==> config.mk <==
export PLATFORM = sky130hd
export DESIGN_NAME = debounce_sync
export DESIGN_NICKNAME = d
export VERILOG_FILES = /design/src/rtl/debounce_sync.sv
export SDC_FILE = /design/constraint.sdc
export NUM_CORES = 1
export LEC_CHECK = 0
export ABC_AREA = 1
export BUFFER_PORTS_ARGS = -buffer_cell sky130_fd_sc_hd__buf_2
export CAP_MARGIN = 0
export CORE_ASPECT_RATIO = 1.1
export CORE_UTILIZATION = 50
export CTS_CLUSTER_DIAMETER = 80
export CTS_CLUSTER_SIZE = 10
export DETAILED_ROUTE_END_ITERATION = 10
export HOLD_SLACK_MARGIN = 0.1
export PLACE_DENSITY_LB_ADDON = 0.15
export SETUP_SLACK_MARGIN = 0.15
export SYNTH_ARGS = -nofsm -noshare
export SYNTH_HDL_FRONTEND = slang
export SYNTH_SLANG_ARGS = --single-unit
==> constraint.sdc <==
create_clock -name clk -period 1.3 [get_ports clk]
set_clock_uncertainty 0.05 [all_clocks]
set_input_delay 0.26 -clock clk [delete_from_list [all_inputs] [get_ports clk]]
set_output_delay 0.26 -clock clk [all_outputs]
set_load 0.005 [all_outputs]
==> src/rtl/debounce_sync.sv <==
// debounce_sync: two-flop synchroniser followed by a debounce FSM with registered level/edge outputs.
// Define DEBOUNCE_GLITCH_CNT_EN to add the saturating aborted-transition counter on glitch_cnt.
module debounce_sync #(
  parameter int unsigned STABLE_CYCLES = 50000,
  parameter int unsigned CNT_W         = 16
) (
  input  logic       clk,
  input  logic       rst,
  input  logic       din,
  output logic       dout,
  output logic       rise,
  output logic       fall,
`ifdef DEBOUNCE_GLITCH_CNT_EN
  output logic [7:0] glitch_cnt,
`endif
  output logic       busy
);

  typedef enum logic [1:0] {
    IDLE_LO,
    WAIT_HI,
    IDLE_HI,
    WAIT_LO
  } state_e;

  localparam logic [CNT_W-1:0] CNT_LAST = CNT_W'(STABLE_CYCLES - 1);

  state_e           state_q;
  logic             sync1_q;
  logic             sync2_q;
  logic [CNT_W-1:0] cnt_q;
  logic             dout_q;
  logic             rise_q;
  logic             fall_q;
  logic             busy_q;

  // cnt counts the WAIT-state samples already seen at the new level, so acceptance
  // lands on the STABLE_CYCLES-th consecutive such sample.
  always_ff @(posedge clk) begin
    if (rst) begin
      state_q <= IDLE_LO;
      sync1_q <= 1'b0;
      sync2_q <= 1'b0;
      cnt_q   <= '0;
      dout_q  <= 1'b0;
      rise_q  <= 1'b0;
      fall_q  <= 1'b0;
      busy_q  <= 1'b0;
    end else begin
      sync1_q <= din;
      sync2_q <= sync1_q;
      rise_q  <= 1'b0;
      fall_q  <= 1'b0;
      unique case (state_q)
        IDLE_LO: begin
          if (sync2_q) begin
            state_q <= WAIT_HI;
            cnt_q   <= '0;
            busy_q  <= 1'b1;
          end
        end
        WAIT_HI: begin
          if (!sync2_q) begin
            state_q <= IDLE_LO;
            cnt_q   <= '0;
            busy_q  <= 1'b0;
          end else if (cnt_q == CNT_LAST) begin
            state_q <= IDLE_HI;
            cnt_q   <= '0;
            dout_q  <= 1'b1;
            rise_q  <= 1'b1;
            busy_q  <= 1'b0;
          end else begin
            cnt_q <= cnt_q + CNT_W'(1);
          end
        end
        IDLE_HI: begin
          if (!sync2_q) begin
            state_q <= WAIT_LO;
            cnt_q   <= '0;
            busy_q  <= 1'b1;
          end
        end
        WAIT_LO: begin
          if (sync2_q) begin
            state_q <= IDLE_HI;
            cnt_q   <= '0;
            busy_q  <= 1'b0;
          end else if (cnt_q == CNT_LAST) begin
            state_q <= IDLE_LO;
            cnt_q   <= '0;
            dout_q  <= 1'b0;
            fall_q  <= 1'b1;
            busy_q  <= 1'b0;
          end else begin
            cnt_q <= cnt_q + CNT_W'(1);
          end
        end
        default: begin
          state_q <= IDLE_LO;
          cnt_q   <= '0;
          busy_q  <= 1'b0;
        end
      endcase
    end
  end

  assign dout = dout_q;
  assign rise = rise_q;
  assign fall = fall_q;
  assign busy = busy_q;

`ifdef DEBOUNCE_GLITCH_CNT_EN
  logic [7:0] glitch_q;
  logic       abort;

  assign abort = ((state_q == WAIT_HI) && !sync2_q) || ((state_q == WAIT_LO) && sync2_q);

  always_ff @(posedge clk) begin
    if (rst) begin
      glitch_q <= '0;
    end else if (abort && (glitch_q != '1)) begin
      glitch_q <= glitch_q + 8'd1;
    end
  end

  assign glitch_cnt = glitch_q;
`endif

endmodule

# Word-level counts from Yosys, hierarchy flattened
# Index checks and enable logic that the tools add are counted.
# W data, S select, Z words.
[totals]
register_bits = 24
input_bits = 3
word_cells = 56
[op_classes]
n_addsub = 1
eq_ne = 12
mux = 25
n_bitwise = 3
n_reduce_logical = 7
[ops]
columns = ["operator", "count"]
rows = [
  ["$mux W16", 5],
  ["$pmux W16 S4", 1],
  ["$add A16 B1 Y16 const B", 1],
  ["$eq A16 B16 Y1 const B", 1],
  ["$mux W2", 6],
  ["$ne A2 B2 Y1 const B", 6],
  ["$mux W1", 10],
  ["$pmux W2 S4", 1],
  ["$ne A3 B3 Y1 const B", 2],
  ["$reduce_or A3 Y1", 2],
  ["$reduce_and A5 Y1", 1],
  ["$eq A2 B2 Y1 const B", 2],
  ["$pmux W1 S4", 1],
  ["$reduce_and A4 Y1", 1],
  ["$not A1 Y1", 3],
  ["$eq A2 B1 Y1 const B", 1],
  ["$logic_not A2 Y1", 1],
  ["$pmux W1 S2", 1],
  ["$reduce_and A2 Y1", 1],
  ["$reduce_bool A2 Y1", 1],
]

# Longest topological paths before layout
# Gate-level depths: netlist of the first run.
[logic_depth]
depth_word = 4
depth_mapped = 10
depth_no_buf = 10

# Least setup slack after synthesis of the first run
# OpenSTA, ideal clock, no wires.
[synth_path]
path_kind = "reg-to-reg"
start = "reg cnt_q[1]"
end = "reg cnt_q[12]"
arrival_time_ns = 1.201
required_ns = 1.112
slack_ns = -0.089
stages_incl_launch_ff = 9
path_buffers = 0
period_less_slack_ns = 1.389
cell_sequence = "dfxtp_1 ha_1 nand3_1 nor2_2 nand2_1 nand2_2 nand2_2 nand2_1 a21oi_1"
[synth_via]
elab_chain_len = 4
elab_cells_between_ends = 6
classes_between = "add/sub (1); eq/ne (1); mux (4)"
[synth_rtl]
columns = ["item", "line", "rtl"]
rows = [
  ["start, declared", "31", "logic [CNT_W-1:0] cnt_q;"],
  ["start signal, assigned", "74", "cnt_q <= cnt_q + CNT_W'(1);"],
  ["start signal, assigned", "96", "cnt_q <= cnt_q + CNT_W'(1);"],
  ["$add A16 B1 Y16 or $eq A16 B16 Y1 (tied branches)", "--", ""],
  ["$mux W16 *", "67, 89", ""],
  ["$mux W16, on equally long branches", "85, 63", ""],
  ["$pmux W16 S4 *", "54", "unique case (state_q)"],
]
# Every way passes the cells marked *; elsewhere a longest branch is shown, timed or not.
# A chain may end at the register's enable or synchronous reset.

# Final worst setup path of the first run
[layout_path]
start = "reg cnt_q[8]"
end = "reg cnt_q[7]"
[layout_via]
elab_chain_len = 4
elab_cells_between_ends = 5
classes_between = "eq/ne (1); mux (4)"
[layout_rtl]
columns = ["item", "line"]
rows = [
  ["$eq A16 B16 Y1 *", "67, 89"],
  ["$mux W16 *", "67, 89"],
  ["$mux W16, on equally long branches", "85, 63"],
  ["$pmux W16 S4 *", "54"],
]
# Marks and branches as above.

==> reports/results.txt, run 1 <==
Final Cycle Share = 108%
total die area = 0.00295 mm²
max_cap viols = 0
CP Data Arrival Time = 1.60 ns
H-tree depth = 1
CTS sink cnt = 24
Final Hold Violating Endpoints = 0
Starting Density = 53.7%
failing checks = setup timing
clk buf depth = 2
CP startpoint kind = register
drc violations = 0
vias in the first global route = 1424
crit path kind = register to register
number of fillers in the final layout = 180
crit-path max FO = 7
vias per cell = 5.45
Crit. End Element = register
wire per inst = 15.0 µm
setup ws final = -0.106 ns
cell area after placement = 0.00172 mm²
core area = 0.00254 mm²
vias = 1547
number of synthesized register bits = 24
top cell type's share of synthesized area = 35.2%
Hold WC Path Type = input pin to register
syn avg cell area = 6.57 µm²
highest clock rate = 711 MHz
cell accounting for the most synthesized area = dfxtp_1
Ys Warns = 0
Post-DP HPWL = 2740 µm
VDD IR max = 695 µV
RD Place Congestion = 0.920
post-route total power = 1.36 mW
Mapped Cells = 208
headroom to the max-slew limit = 78.2%
Nets = 258
RSZ-0062 raised after global routing = true
Die Ht = 56.8 µm
status = finished, violations left
Clock Latency Late Sink = 0.33 ns
Initial DRC Count = 73
WP data required = 1.49 ns
Mapped Nets = 212
proportion of layout cells with a drive suffix above 1 = 49.8%
unique cell type count in the Yosys netlist = 22
PwrDens = 688 mW/mm²
mapped cell area = 0.00137 mm²
Final Critical Period = 1.41 ns
fin. max-slew vios = 0
# setup viols final = 21
number of I/O pins = 7
largest net degree at the start of global routing = 14
CTS tree = yes
# rows = 19
Root Buffer = clkbuf_4
# diodes = 0
final wirelength = 4260 µm
Final ANT Viol Nets = 0
P&R area growth vs syn = 44.6%
I/O Buffers = 6
remaining global-route overflow = 0
initial antenna violation count = 0
Leak = 0.786 nW
first-pass GRT wire length = 6250 µm
synth top area cells = dfxtp_1 (35%), nand2_1 (16%), nor2_1 (8.2%)
DRT Pass-1 Iters = 4
sequential-to-total area share from yosys stat = 35.2%
Total Routing Usage GR = 28.7%
width of the chip = 51.8 µm
CTS Buf Count = 3
Worst-path clk slew = 0.14 ns
worst-margin pin slew = 0.325 ns
design area = 0.00198 mm²
[cell usage in the layout (no fill, tap or decap), types with 3 or more instances in the layout]
cell type / count
nor2_4: 7
dfxtp_1: 11
nand3_1: 6
nand3_2: 7
nor3_2: 3
o21ai_2: 5
buf_4: 36
nand4_1: 6
o21ai_0: 5
nor2_1: 22
dfxtp_2: 11
nand2_4: 3
inv_1: 24
clkbuf_4: 3
a21oi_2: 12
inv_2: 7
nand2_2: 10
buf_2: 6
nand2_1: 47
nor2_2: 4
[cell type report]
cell class / count / area [µm²] / share of cell area (%)
Multi-Input combinational cell: 149 / 950 / 48.1
Sequential cell: 24 / 502 / 25.4
Timing Repair Buffer: 45 / 333 / 16.8
Inverter: 31 / 116 / 5.89
Tap cell: 31 / 38.8 / 1.96
Clock buffer: 4 / 36.3 / 1.84
[power by group]
part | internal (mW) | switching, mW | total [mW] | leakage [nW]
clock | 0.172 | 0.250 | 0.422 | 0.0210
combinational | 0.0754 | 0.110 | 0.186 | 0.564
sequential | 0.743 | 0.00849 | 0.752 | 0.201
[state kept, by name (all words and copies together), names as in the netlist, named ones only]
signal	flops
sync1_q	1
fall	1
busy	1
cnt_q	16
sync2_q	1
state_q	1
rise	1
dout	1
[cells in the mapped netlist (all sizes together)]
cell / instances
nand2: 62
nor2: 33
inv: 31
dfxtp: 24
a21oi: 16
nand3: 14
o21ai: 12
nand4: 6
buf: 3
nor3: 3
clkbuf: 1
ha: 1
o211ai: 1
or2: 1
[what timing repair did]
| action | 4_1_cts | 5_1_grt |
|---|---|---|
| pin swaps | 15 | 12 |
| setup endpoints to repair | 22 | 23 |
| hold buffers | 1 | 0 |
| endpoints found under the hold margin | 1 | 0 |
| resized for setup | 23 | 28 |
| setup buffers | 2 | 2 |
[path summary, 6_finish.rpt]
path / end / cells past startpoint / startpoint / slack (ns)
max: cnt_q[7] / 9 / cnt_q[8] / -0.11
min: cnt_q[10] / 4 / rst / 0.20
max reg2reg: cnt_q[7] / 9 / cnt_q[8] / -0.11
min reg2reg: sync2_q / 2 / sync1_q / 0.38
[worst max-delay path, stage by stage, from the launching register on]
cell,delay [ns]
dfxtp_2,0.37
nand2_1,0.07
inv_1,0.09
nand2_2,0.09
nor2_4,0.18
nand2_4,0.11
nand2_8,0.13
nand2_8,0.07
nand3_1,0.08
nor2_1,0.06
[cells by family after synthesis]
| logic type | synth area share [%] |
|---|---|
| AOI/OAI and AO/OA | 14.4 |
| and+or+nand+nor | 39.2 |
| DFF | 35.2 |
| buffers and inverters | 10.3 |
| adders and majority gates | 0.916 |
[layer usage]
metal	GRT usage, %	wire [µm]
met1	35.4	1700
met2	46.5	2160
met3	4.88	258
met4	14.7	138
met5	0	0
[stage by stage]
step           TNS, ns  hold slack [ns]  util (%)  worst slack (ns)  std cells
2_1_floorplan        0            0.317         -            0.0506        208
3_3_place_gp    -0.353            0.337      67.6           -0.0829        275
3_5_place_dp    -0.840            0.349      67.6           -0.0842        275
4_1_cts         -0.302            0.189      73.1           -0.0396        282
5_1_grt          -2.19            0.216      77.7            -0.148        284
6_report         -1.12            0.201      77.7            -0.106        284
No activity file was read; power rests on OpenSTA's default activity.
==> inputs of run 2 (changes only) <==
- CORE_UTILIZATION: 50 -> 59
- clock period: 1.3 -> 1.4 ns (I/O delays scaled with it)
==> reports/results.txt, run 2 <==
status = stopped before the end
number of synthesized flops with an enable pin = 0 (unchanged)
synth top area cells = dfxtp_1 (35%), nand2_1 (16%), nor2_1 (8.2%)
mapped cell area = 0.00137 mm² (unchanged)
CTS sink cnt = 24 (unchanged)
remaining global-route overflow = 9
Total Routing Usage GR = 68.2%
Worst-path end type = register input
top post-synthesis cells by count = nand2_1 (57), nor2_1 (30), inv_1 (28), dfxtp_1 (24)
number of synthesized register bits = 24 (unchanged)
Post-DP HPWL = 2670 µm (-2.6%)
I/O Buffers = 6 (unchanged)
Mapped Cells = 208 (unchanged)
largest net degree at the start of global routing = 15
RD Place Congestion = 0.979 (+6.4%)
# rows = 17 (-2)
Ys Warns = 0 (unchanged)
stop err = [ERROR GRT-0232] Routing congestion too high. Check the congestion heatmap in the GUI.
unique cell type count in the Yosys netlist = 22 (unchanged)
cell area after placement = 0.00159 mm² (-7.5%)
top-count cell post-synth = nand2_1
CTS Buf Count = 3 (unchanged)
clk buf depth = 2 (unchanged)
failing step = global routing
sequential-to-total area share from yosys stat = 35.2% (unchanged)
syn avg cell area = 6.57 µm² (unchanged)
share of async-settable or async-resettable flops after synthesis = 0% (unchanged)
ys flop type = dfxtp_1
top cell type's share of synthesized area = 35.2% (unchanged)
H-tree depth = 1 (unchanged)
Starting Density = 65.5% (+12 points)
post-GRT worst EP = _369_/D
Mapped Nets = 212 (unchanged)
cell accounting for the most synthesized area = dfxtp_1
width of the chip = 47.9 µm (-7.6%)
Die Ht = 52.5 µm (-7.7%)
Root Buffer = clkbuf_4
number of I/O pins = 7 (unchanged)
[run 2: cell families after synthesis]
family                     after synthesis  synth area share [%]
and+or+nand+nor                        119                  39.2
buffers and inverters                   35                  10.3
AOI/OAI and AO/OA                       29                  14.4
DFF                                     24                  35.2
adders and majority gates                1                 0.916
[run 2: repair_timing]
| item | in CTS |
|---|---|
| endpoints found under the setup margin | 20 |
| resized for setup | 40 |
| setup buffers | 4 |
| hold buffers | 1 |
| pin swaps | 11 |
| hold endpoints to repair | 1 |
[run 2: per-stage QoR]
step | cells | TNS (ns) | util (%) | setup WS, ns | hold WS (ns)
3_3_place_gp | 257 | -0.164 | 76.3 | -0.0533 | 0.343
2_1_floorplan | 208 | 0 | - | 0.147 | 0.337
3_5_place_dp | 257 | -0.306 | 76.3 | -0.0684 | 0.365
4_1_cts | 266 | 0 | 86.0 | 0.0646 | 0.213
[run 2: routing by layer]
metal / track usage [%] / overflow
met1: 71.3 / 1
met2: 82.7 / 7
met3: 52.8 / 1
met4: 63.4 / 0
met5: 0 / 0
==> inputs of run 3 (changes only) <==
- CORE_AREA: default -> 2 2 63 65
- CORE_ASPECT_RATIO: 1.1 -> default
- CORE_UTILIZATION: 59 -> default
- CTS_CLUSTER_DIAMETER: 80 -> default
- CTS_CLUSTER_SIZE: 10 -> default
- DIE_AREA: default -> 0 0 65 67
- HOLD_SLACK_MARGIN: 0.1 -> default
- SETUP_SLACK_MARGIN: 0.15 -> default
==> reports/results.txt, run 3 (synthesis gave the netlist of run 1 again) <==
status = finished, violations left
failing checks = setup timing
number of I/O pins = 7 (unchanged)
CTS tree = yes
max reg flops = 16
met1 usage = 24.1%
Min-Delay Startpoint = din
fin util = 54.0%
vias in the first global route = 1340
first-pass GRT wire length = 6160 µm
final wirelength = 3730 µm
Hold WC Path Type = input pin to register
Post-Place Worst Slack = -0.0718 ns (-0.00335 ns)
Largest Register = cnt_q
clk buf depth = 2 (unchanged)
Root Buffer = clkbuf_8
worst r2r path cells = 10
CTS Buf Count = 3 (unchanged)
CP startpoint kind = register
GR Layer Usage met3 = 2.03%
WP data required = 1.57 ns
most common cell after layout, fill and taps aside = nand2_1
Crit. End Element = register
I/O Buffers = 6 (unchanged)
Die Ht = 67 µm (+28%)
# rows = 22 (+5)
largest net degree at the start of global routing = 15
vias per cell = 4.70
Final Hold Violating Endpoints = 0
Post-DP HPWL = 2800 µm (+5.1%)
Worst R2R End = cnt_q[5]
Hold Worst Slack = 0.167 ns
drc violations = 0
remaining global-route overflow = 0
headroom to the max-slew limit = 83.8%
Final Cycle Share = 100%
CP Data Arrival Time = 1.57 ns
setup ws final = -0.00147 ns
crit-path most repeated cell = buf_6
Clock Latency Late Sink = 0.27 ns
post-route total power = 1.47 mW
CTS sink cnt = 24 (unchanged)
Final Critical Period = 1.40 ns
Leak = 0.763 nW
initial antenna violation count = 0
worst-margin pin slew = 0.242 ns
met2 usage = 33.6%
R2R Path Start = cnt_q[1]
Worst-path clk slew = 0.09 ns
wire per inst = 12.4 µm
# diodes = 0
DRT Pass-1 Iters = 5
Hold Path Stages = 3
number of fillers in the final layout = 359
Total Routing Usage GR = 19.0%
P&R area growth vs syn = 42.6%
most frequent cells in the layout = nand2_1 (48), buf_4 (34), inv_1 (27)
R2R setup slack = -0.001 ns
VDD IR max = 413 µV
RSZ-0062 raised after global routing = true
worst path cell trace = ha_4 -> nand3_4 -> nor2_4 -> buf_6 -> a21oi_4 -> buf_6 -> nand2_2 -> nand2_1 -> inv_1 -> nor2_1
RD Place Congestion = 0.846 (-14%)
Hold Path Sink = sync1_q
max_cap viols = 0
H-tree depth = 1 (unchanged)
crit-path max FO = 6
Initial DRC Count = 45
Slowest cell on crit path = dfxtp_2
highest clock rate = 714 MHz
crit path kind = register to register
Final ANT Viol Nets = 0
total die area = 0.00436 mm²
Starting Density = 37.9% (-28 points)
Nets = 257
max incr delay on CP = 0.35 ns
proportion of layout cells with a drive suffix above 1 = 43.3%
fin. max-slew vios = 0
core area = 0.00361 mm²
vias = 1411
gr busiest metal = met2
width of the chip = 65 µm (+36%)
PwrDens = 757 mW/mm²
# setup viols final = 1
-- run 3: timing repair --
item,CTS,global route
setup endpoints to repair,12,21
gates cloned,0,0
pin swaps,3,14
hold buffers,0,0
resized for setup,13,36
setup buffers,0,4
-- run 3: critical path, delay by kind of cell, from the launching register on --
kind	cells	cell delay, ns
compound gates	1	0.16
fa+ha+maj	1	0.17
buf+inv	3	0.31
flops	1	0.35
simple gates	5	0.31
-- run 3: cell type report --
cell class                      instances  area (µm²)  area share, %
Timing Repair Buffer                   44         339           17.4
Clock buffer                            3        41.3           2.12
Multi-Input combinational cell        149         867           44.5
Sequential cell                        24         494           25.4
Inverter                               31         116           5.97
Tap cell                               48        60.1           3.08
Clock inverter                          1        30.0           1.54
-- run 3: how the worst max path moves through the flow --
| stage | slack [ns] | endpoint | from | depth (start not counted) |
|---|---|---|---|---|
| global placement | -0.03 | cnt_q[12] | cnt_q[0] | 8 |
| global route | -0.05 | cnt_q[5] | cnt_q[1] | 10 |
| finish | -0.001 | cnt_q[5] | cnt_q[1] | 10 |
| floorplan | 0.01 | cnt_q[12] | cnt_q[1] | 8 |
| CTS | 0.006 | cnt_q[11] | register | 9 |
| detailed placement | -0.07 | cnt_q[12] | cnt_q[0] | 8 |
-- run 3: through the flow --
stage / instances / instance area [µm²] / setup TNS, ns
final: 300 / 1950 / -0.00147
after detailed placement: 292 / 1700 / -0.487
after global placement: 292 / 1700 / -0.121
after floorplan: 208 / 1370 / 0
after global routing: 300 / 1950 / -0.527
after CTS: 296 / 1820 / 0
-- run 3: power breakdown --
| group | switching [mW] | internal, mW | leakage, nW |
|---|---|---|---|
| Combinational | 0.0861 | 0.0624 | 0.529 |
| Sequential | 0.00740 | 0.691 | 0.199 |
| Clock | 0.244 | 0.383 | 0.0357 |
| Total | 0.338 | 1.14 | 0.763 |
-- run 3: metal layers --
layer	up-vias	wire, µm
met5	-	0
met4	0	57
met3	6	112
met2	22	1780
met1	635	1780
li1	748	-
==> inputs of run 4 (changes only) <==
- clock period: 1.4 -> 1.32 ns (I/O delays scaled with it)
==> reports/results.txt, run 4 (synthesis gave the netlist of run 1 again) <==
status = finished, violations left
failing checks = setup timing
largest net degree at the start of global routing = 15 (unchanged)
max_cap viols = 0 (unchanged)
DRT Pass-1 Iters = 4 (-1)
total die area = 0.00436 mm² (unchanged)
remaining global-route overflow = 0 (unchanged)
P&R area growth vs syn = 59.7%
hold buffer count at cts = 0 (unchanged)
Hold Path Sink = sync1_q
initial antenna violation count = 0 (unchanged)
highest clock rate = 742 MHz (+3.9%)
crit path kind = register to register
cell area after placement = 0.00179 mm² (+5.1%)
Nets = 270 (+5.1%)
Hold Worst Slack = 0.138 ns (-0.0293 ns)
CP startpoint kind = register
Starting Density = 37.9% (unchanged)
placed cells = 303 (+3.8%)
Final Hold Violating Endpoints = 0 (unchanged)
number of I/O pins = 7 (unchanged)
Hold WC Path Type = input pin to register
Largest Register = cnt_q
post-route total power = 1.59 mW (+7.9%)
fin util = 60.5% (+6.5 points)
H-tree depth = 1 (unchanged)
Post-Place Worst Slack = -0.152 ns (-0.0799 ns)
# diodes = 0 (unchanged)
Hold Path Stages = 3 (unchanged)
Final Critical Period = 1.35 ns (-0.0532 ns)
most common cell after layout, fill and taps aside = buf_4
Final ANT Viol Nets = 0 (unchanged)
max reg flops = 16 (unchanged)
vias per cell = 4.76 (+1.2%)
Initial DRC Count = 59 (+31%)
Worst-path clk slew = 0.10 ns (about the same)
RSZ-0062 raised after global routing = true
drc violations = 0 (unchanged)
core area = 0.00361 mm² (unchanged)
final wirelength = 3880 µm (+4.0%)
vias = 1490 (+5.6%)
R2R Path Start = cnt_q[1]
R2R setup slack = -0.03 ns (-0.03 ns)
post-route insts no fill = 313 (+4.3%)
vias in the first global route = 1436 (+7.2%)
PwrDens = 729 mW/mm² (-3.7%)
setup ws final = -0.0283 ns (-0.0268 ns)
RD Place Congestion = 0.907 (+7.3%)
CTS sink cnt = 24 (unchanged)
CTS Buf Count = 3 (unchanged)
Post-DP HPWL = 2850 µm (+1.8%)
Clock Latency Late Sink = 0.27 ns (about the same)
Leak = 0.909 nW (+19%)
Final Cycle Share = 102% (+2.0 points)
CTS tree = yes
Min-Delay Startpoint = din
# setup viols final = 6 (+5)
first-pass GRT wire length = 6570 µm (+6.6%)
I/O Buffers = 6 (unchanged)
fin. max-slew vios = 0 (unchanged)
Total Routing Usage GR = 19.8% (+0.85 points)
WP data required = 1.45 ns (-0.12 ns)
proportion of layout cells with a drive suffix above 1 = 55.1% (+12 points)
worst-margin pin slew = 0.444 ns (+0.202 ns)
wire per inst = 12.4 µm (-0.30%)
most frequent cells in the layout = buf_4 (46), nand2_1 (43), inv_1 (21), nor2_1 (21)
clk buf depth = 2 (unchanged)
width of the chip = 65 µm (unchanged)
design area = 0.00218 mm² (+12%)
Die Ht = 67 µm (unchanged)
worst r2r path cells = 8 (-2)
Worst R2R End = cnt_q[7]
VDD IR max = 564 µV (+36%)
setup TNS = -0.105 ns (-0.103 ns)
Crit. End Element = register
CP Data Arrival Time = 1.48 ns (-0.09 ns)
# rows = 22 (unchanged)
Root Buffer = clkbuf_8
crit-path max FO = 7 (+1)
headroom to the max-slew limit = 70.4% (-13 points)
run 4: changes by cell type in the layout (fill, tap and decap cells not counted), sizes merged:
cell,previous run,this run
buf,44,57
run 4: area by class of cell:
class | instances | area [µm²]
clock inverter | 1 | 30.0
multi-input combinational | 149 | 991
timing repair buffer | 57 | 432
tap | 48 | 60.1
sequential | 24 | 504
fill | 340 | 1420
clock buffer | 3 | 41.3
inverter | 31 | 124
run 4: layer usage:
| layer | GRT usage (%) | part of all wire [%] |
|---|---|---|
| met5 | 0 | 0 |
| met4 | 6.38 | 1.0 |
| met3 | 1.69 | 3.1 |
| met2 | 33.5 | 48 |
| met1 | 26.5 | 48 |
run 4: how the worst max path moves through the flow:
stage | from | to | slack, ns
final | cnt_q[1] | cnt_q[7] | -0.03
after global routing | cnt_q[1] | register | -0.12
after CTS | cnt_q[0] | busy | -0.02
after detailed placement | cnt_q[0] | cnt_q[14] | -0.15
after global placement | cnt_q[0] | cnt_q[14] | -0.13
after floorplan | cnt_q[0] | cnt_q[12] | 0.02
run 4: worst max-delay path, stage by stage (launching register included):
cell and delay [ns]:
dfxtp_2 0.36, ha_4 0.16, nand3_4 0.09, nor2_4 0.16, nand2_4 0.11, nand2_8 0.13, nand2_8 0.07, nand3_1 0.07
nor2_1 0.05
run 4: power by group:
group          switching [mW]  leakage [nW]  internal [mW]
Sequential            0.00719         0.201          0.727
Combinational           0.107         0.673         0.0745
Clock                   0.269        0.0357          0.406
Total                   0.383         0.909           1.21
run 4: what timing repair did:
item	in CTS	in global routing
pin swaps	14	17
gates resized for setup	46	42
setup buffers	3	3
endpoints found under the setup margin	20	21
endpoints found under the hold margin	0	0
